--- config.mk ---
export PLATFORM = sky130hd
export DESIGN_NAME = spi_frame_master
export DESIGN_NICKNAME = d
export VERILOG_FILES = /design/src/rtl/spi_frame_master.sv
export SDC_FILE = /design/constraint.sdc
export NUM_CORES = 1
export LEC_CHECK = 0
export ABC_AREA = 0
export CAP_MARGIN = 30
export CORE_MARGIN = 3
export CORE_UTILIZATION = 58
export CTS_BUF_LIST = sky130_fd_sc_hd__clkbuf_8 sky130_fd_sc_hd__clkbuf_16
export DETAILED_ROUTE_END_ITERATION = 8
export PLACE_DENSITY = 0.88
export RECOVER_POWER = 50
export SLEW_MARGIN = 0
export SYNTH_ARGS = -nofsm -noshare
export SYNTH_HDL_FRONTEND = slang
export SYNTH_SLANG_ARGS = --single-unit
--- constraint.sdc ---
create_clock -name clk -period 7.5 [get_ports clk]
set_input_delay 1.5 -clock clk [delete_from_list [all_inputs] [get_ports clk]]
set_output_delay 1.5 -clock clk [all_outputs]
set_load 0.01 [all_outputs]
--- src/rtl/spi_frame_master.sv ---
// SPI master for the fixed 264-bit peripheral frame: a 32-bit command goes out LSB-first on MOSI,
// and the 264-bit MISO frame is captured and split into a status byte and a 256-bit data word.
module spi_frame_master #(
   parameter int CLK_DIV    = 4,
   parameter int FRAME_BITS = 264
) (
   input  logic         clk,
   input  logic         reset,
   input  logic         cmd_valid,
   output logic         cmd_ready,
   input  logic [31:0]  cmd_data,
   output logic         rsp_valid,
   output logic [7:0]   rsp_status,
   output logic         rsp_ack,
   output logic         rsp_has_data,
   output logic [255:0] rsp_data,
   output logic         SPI_SCK,
   output logic         SPI_SS,
   output logic         SPI_MOSI,
   input  logic         SPI_MISO
);

   localparam int CNT_W = $clog2(2 * CLK_DIV);

   typedef enum logic [2:0] {
      S_IDLE, S_SETUP, S_SCK_HI, S_SCK_LO, S_HOLD, S_GAP
   } state_t;

   state_t                  r_state;
   state_t                  w_next;
   logic [CNT_W-1:0]        r_cnt;
   logic [CNT_W-1:0]        w_len;
   logic                    w_last;
   logic                    w_hs;
   logic [8:0]              r_bit;
   logic [31:0]             r_shift;
   logic [FRAME_BITS-2:0]   r_cap;
   logic                    r_miso_s1;
   logic                    r_miso_s2;
   logic                    r_rsp_valid;
   logic [7:0]              r_status;
   logic [255:0]            r_data;

   // GAP lasts two half-periods; every other timed state lasts one.
   assign w_len  = (r_state == S_GAP) ? CNT_W'(2 * CLK_DIV - 1) : CNT_W'(CLK_DIV - 1);
   assign w_last = (r_cnt == w_len);
   assign w_hs   = cmd_valid && (r_state == S_IDLE);

   always_ff @(posedge clk) begin
      if (reset) r_state <= S_IDLE;
      else       r_state <= w_next;
   end

   always_comb begin
      w_next = r_state;
      case (r_state)
         S_IDLE:   if (cmd_valid) w_next = S_SETUP;
         S_SETUP:  if (w_last) w_next = S_SCK_HI;
         // The last falling edge goes straight to HOLD instead of a final SCK_LO.
         S_SCK_HI: if (w_last) w_next = (r_bit == 9'(FRAME_BITS - 1)) ? S_HOLD : S_SCK_LO;
         S_SCK_LO: if (w_last) w_next = S_SCK_HI;
         S_HOLD:   if (w_last) w_next = S_GAP;
         S_GAP:    if (w_last) w_next = S_IDLE;
         default:  w_next = S_IDLE;
      endcase
   end

   always_comb begin
      cmd_ready = 1'b0;
      SPI_SS    = 1'b1;
      SPI_SCK   = 1'b0;
      SPI_MOSI  = 1'b0;
      case (r_state)
         S_IDLE:   cmd_ready = 1'b1;
         S_SETUP,
         S_SCK_LO: begin
            SPI_SS   = 1'b0;
            SPI_MOSI = r_shift[0];
         end
         S_SCK_HI: begin
            SPI_SS   = 1'b0;
            SPI_SCK  = 1'b1;
            SPI_MOSI = r_shift[0];
         end
         S_HOLD:   SPI_SS = 1'b0;
         default:  ;
      endcase
   end

   always_ff @(posedge clk) begin
      if (reset || (w_next != r_state)) r_cnt <= '0;
      else                              r_cnt <= r_cnt + CNT_W'(1);
   end

   // Shifting on the HI->LO transition presents the next command bit at the falling edge.
   always_ff @(posedge clk) begin
      r_miso_s1 <= SPI_MISO;
      r_miso_s2 <= r_miso_s1;
      if (w_hs) begin
         r_shift <= cmd_data;
         r_bit   <= '0;
      end else if ((r_state == S_SCK_HI) && w_last) begin
         r_shift <= {1'b0, r_shift[31:1]};
         if (r_bit < 9'(FRAME_BITS - 1)) r_cap[r_bit] <= r_miso_s2;
      end else if ((r_state == S_SCK_LO) && w_last) begin
         r_bit <= r_bit + 9'd1;
      end
   end

   always_ff @(posedge clk) begin
      if (reset) begin
         r_rsp_valid <= 1'b0;
         r_status    <= '0;
         r_data      <= '0;
      end else begin
         r_rsp_valid <= (r_state == S_HOLD) && w_last;
         if ((r_state == S_HOLD) && w_last) begin
            r_status <= r_cap[7:0];
            r_data   <= r_cap[FRAME_BITS-2:7];
         end
      end
   end

   assign rsp_valid    = r_rsp_valid;
   assign rsp_status   = r_status;
   assign rsp_ack      = r_status[5];
   assign rsp_has_data = r_status[6];
   assign rsp_data     = r_data;

endmodule

==> impl_metrics.tcl <==
set metrics [dict create \
    syn_to_final_growth_pct 25.20 \
    port_buffers 306 \
    ys_seq_area_share_pct 70.47 \
    antenna_found_initial 0 \
    yosysWarningCount 0 \
    crit_start "r_cnt[0]" \
    dp_hpwl_um 33660 \
    rsz0062_at_grt "no" \
    synth-edff-count 295 \
    worstHoldEndpoint "r_miso_s2" \
    avgSynthCellArea_um2 10.30 \
    r2r_slack_ps 2320 \
    dp_cells 2638 \
    clk_pin_slew_ps 60 \
    maxSlewViolCount 292 \
    diodes 0 \
    synth_top_area_share_pct 43.10 \
    holdPathStages 0 \
    die_w_um 194.2 \
    vias 15490 \
    period_share_pct 69.02 \
    root_buffer "clkbuf_16" \
    cts_tree "built" \
    layout_setup_ws_ps 2324 \
    core_um2 34710 \
    outcome "finished with violations" \
    final_cells 2744 \
    mostFrequentLayoutCells "nand2_1 (654), edfxtp_1 (295), clkdlybuf4s50_1 (288)" \
    layout_commonest_cell "nand2_1" \
    cts_max_path_buffers 3 \
    startpoint_type "flip-flop" \
    layout.nets 2285 \
    dieArea_um2 37730 \
    placed_area_um2 23930 \
    totalWireLength_um 54700 \
    clkSinkCount 576 \
    initial_utilization_pct 59.21 \
    post_cts_buffers 0 \
    drive_above_1_share_pct 5.024 \
    timing_worst_setup_path_type "reg -> reg" \
    violations "capacitance limit, slew limit" \
    htree_levels 2 \
    grt_pass1_vias 15420 \
    clk_latency_ps 570 \
    skew_ps 14.42 \
    synth_area_leaders "edfxtp_1 (43%), dfxtp_1 (27%), nand2_1 (12%)" \
    synthFlopType "edfxtp_1" \
    tightest_slew_ps 2658 \
    cts_hold_buf 0 \
    io_pins 307 \
    p_per_area_nw_per_um2 240.9 \
    r2r-start "r_cnt[0]" \
    pre_cts_ws_ps 4017 \
    final_core_util_pct 74.13 \
    cp_max_fo 99 \
    final_antenna_net_count 0 \
    syn_area_um2 20550 \
    yosysTopAreaCell "edfxtp_1" \
    max_cap_violations 5 \
    grt_overflow 0 \
    worstSetupEndpointType "flip-flop" \
    firstDrtPassIters 7 \
    fmax_mhz 193.2 \
    cts_made_buffers 54 \
    min_path_type "reg -> reg" \
    syn_nets 2036 \
    cts_resized 0 \
    fin_setup_tns_ps 0 \
    hold_viol_final 0 \
    slew_headroom_pct -77.73 \
    rows 68 \
    synth-seq-cells 576 \
    r2r_cells 7 \
    grt.total_usage_pct 28.28 \
    setup_violations 0 \
    async_flop_share_pct 0 \
    ir_worst_vdd_mv 0.1824 \
    grt_pass1_wl_um 84680 \
    syn_inst 1995 \
    worstPathArrival_ps 5590 \
    via_per_inst 5.645 \
    post-route-min-period_ps 5176 \
    post_drt_wl_per_cell_um 19.93 \
    reg2reg_to "rsp_data[88]" \
    synth_cell_types 40 \
    fin_area_um2 25730 \
    drtIter0Drc 1694 \
    drcViolationCount 0 \
    grt_max_degree 163 \
    place.gp.congestion 0.8189 \
    critPathRequiredTime_ps 7910 \
    power_leakage_uw 0.008335 \
    die_y_um 194.2 \
    min-delay-start "r_miso_s1" \
]
==> worst max-delay path: stages (launching register included) <==
cell and delay [ps]:
dfxtp_1 340, ha_1 310, and2b_1 330, nand3_1 1810, clkbuf_1 550, clkbuf_2 1040
nand2_1 420, a21oi_1 130
==> registers in the layout (all words and copies together) (netlist names) <==
register and flops:
r_miso_s1 1, r_state 3, r_cnt 3, r_bit 9
rsp_valid 1, rsp_status 7, r_shift 32, r_cap 263
rsp_data 256, r_miso_s2 1
==> logic make-up after synthesis <==
logic type               count (synthesis)  synth area share, %
AO/OA/AOI/OAI                          280                6.952
XOR/XNOR                                 4               0.1705
adder cells (fa/ha/maj)                  5               0.3044
buffers and inverters                  147                3.251
flip-flops                             576                70.47
multiplexers                             2              0.09740
AND/OR/NAND/NOR                        981                18.76
==> routing by layer <==
metal / GRT usage (%) / up-vias / wire, µm
met5: 0 / - / 0
met4: 12.42 / 0 / 2661
met3: 4.744 / 184 / 4570
met2: 48.34 / 836 / 27250
met1: 35.80 / 7395 / 20210
li1: - / 7076 / -
==> cells in the mapped netlist, types with 2 or more instances <==
master and number:
nand4_1 4, nor2b_1 4, nand2b_1 4, o21ai_0 3, clkbuf_1 67, a21oi_1 265
a32oi_1 2, and3_1 2, inv_1 4, buf_4 12, xnor2_1 3, buf_1 7
nand3_1 9, nor4b_1 2, nand2_1 654, a31oi_1 3, nand4_4 2, or3_1 2
edfxtp_1 295, mux2i_1 2, nor3b_1 2, nor3_1 6, ha_1 5, nor2_1 277
o211ai_1 4, and2_1 2, dfxtp_1 281, nand3_2 2, or4_1 3, buf_2 57
==> final cells by class <==
cell class | count | area, µm²
flip-flops and latches | 576 | 14480
clock inverters | 36 | 281.5
well taps | 455 | 569.3
repair buffers | 336 | 3496
multi-input cells | 1272 | 5361
inverters | 4 | 15.01
fillers | 2238 | 8981
clock buffers | 65 | 1525
==> stage by stage <==
step / hold slack [ps] / total power [µW]
floorplan: 309.6 / 3483
global placement: 312.2 / 3520
detailed placement: 311.8 / 3531
CTS: 325.1 / 6217
global route: 329.7 / 6362
finish: 327.3 / 6199
==> power by group <==
group | total (µW) | internal, µW | switching, µW
sequential | 3350 | 3330 | 13.8
combinational | 116 | 36.8 | 79.5
clock | 2740 | 1580 | 1150
==> how the worst max path moves through the flow <==
stage	slack, ps	endpoint
after floorplan	3160	r_cap[0]
after global placement	3890	r_shift[16]
after detailed placement	4020	rsp_data[182]
after CTS	3640	SPI_MOSI
after global routing	1770	rsp_data[164]
final	2320	rsp_data[88]
Note: power is estimated with default switching activity, not from simulation.
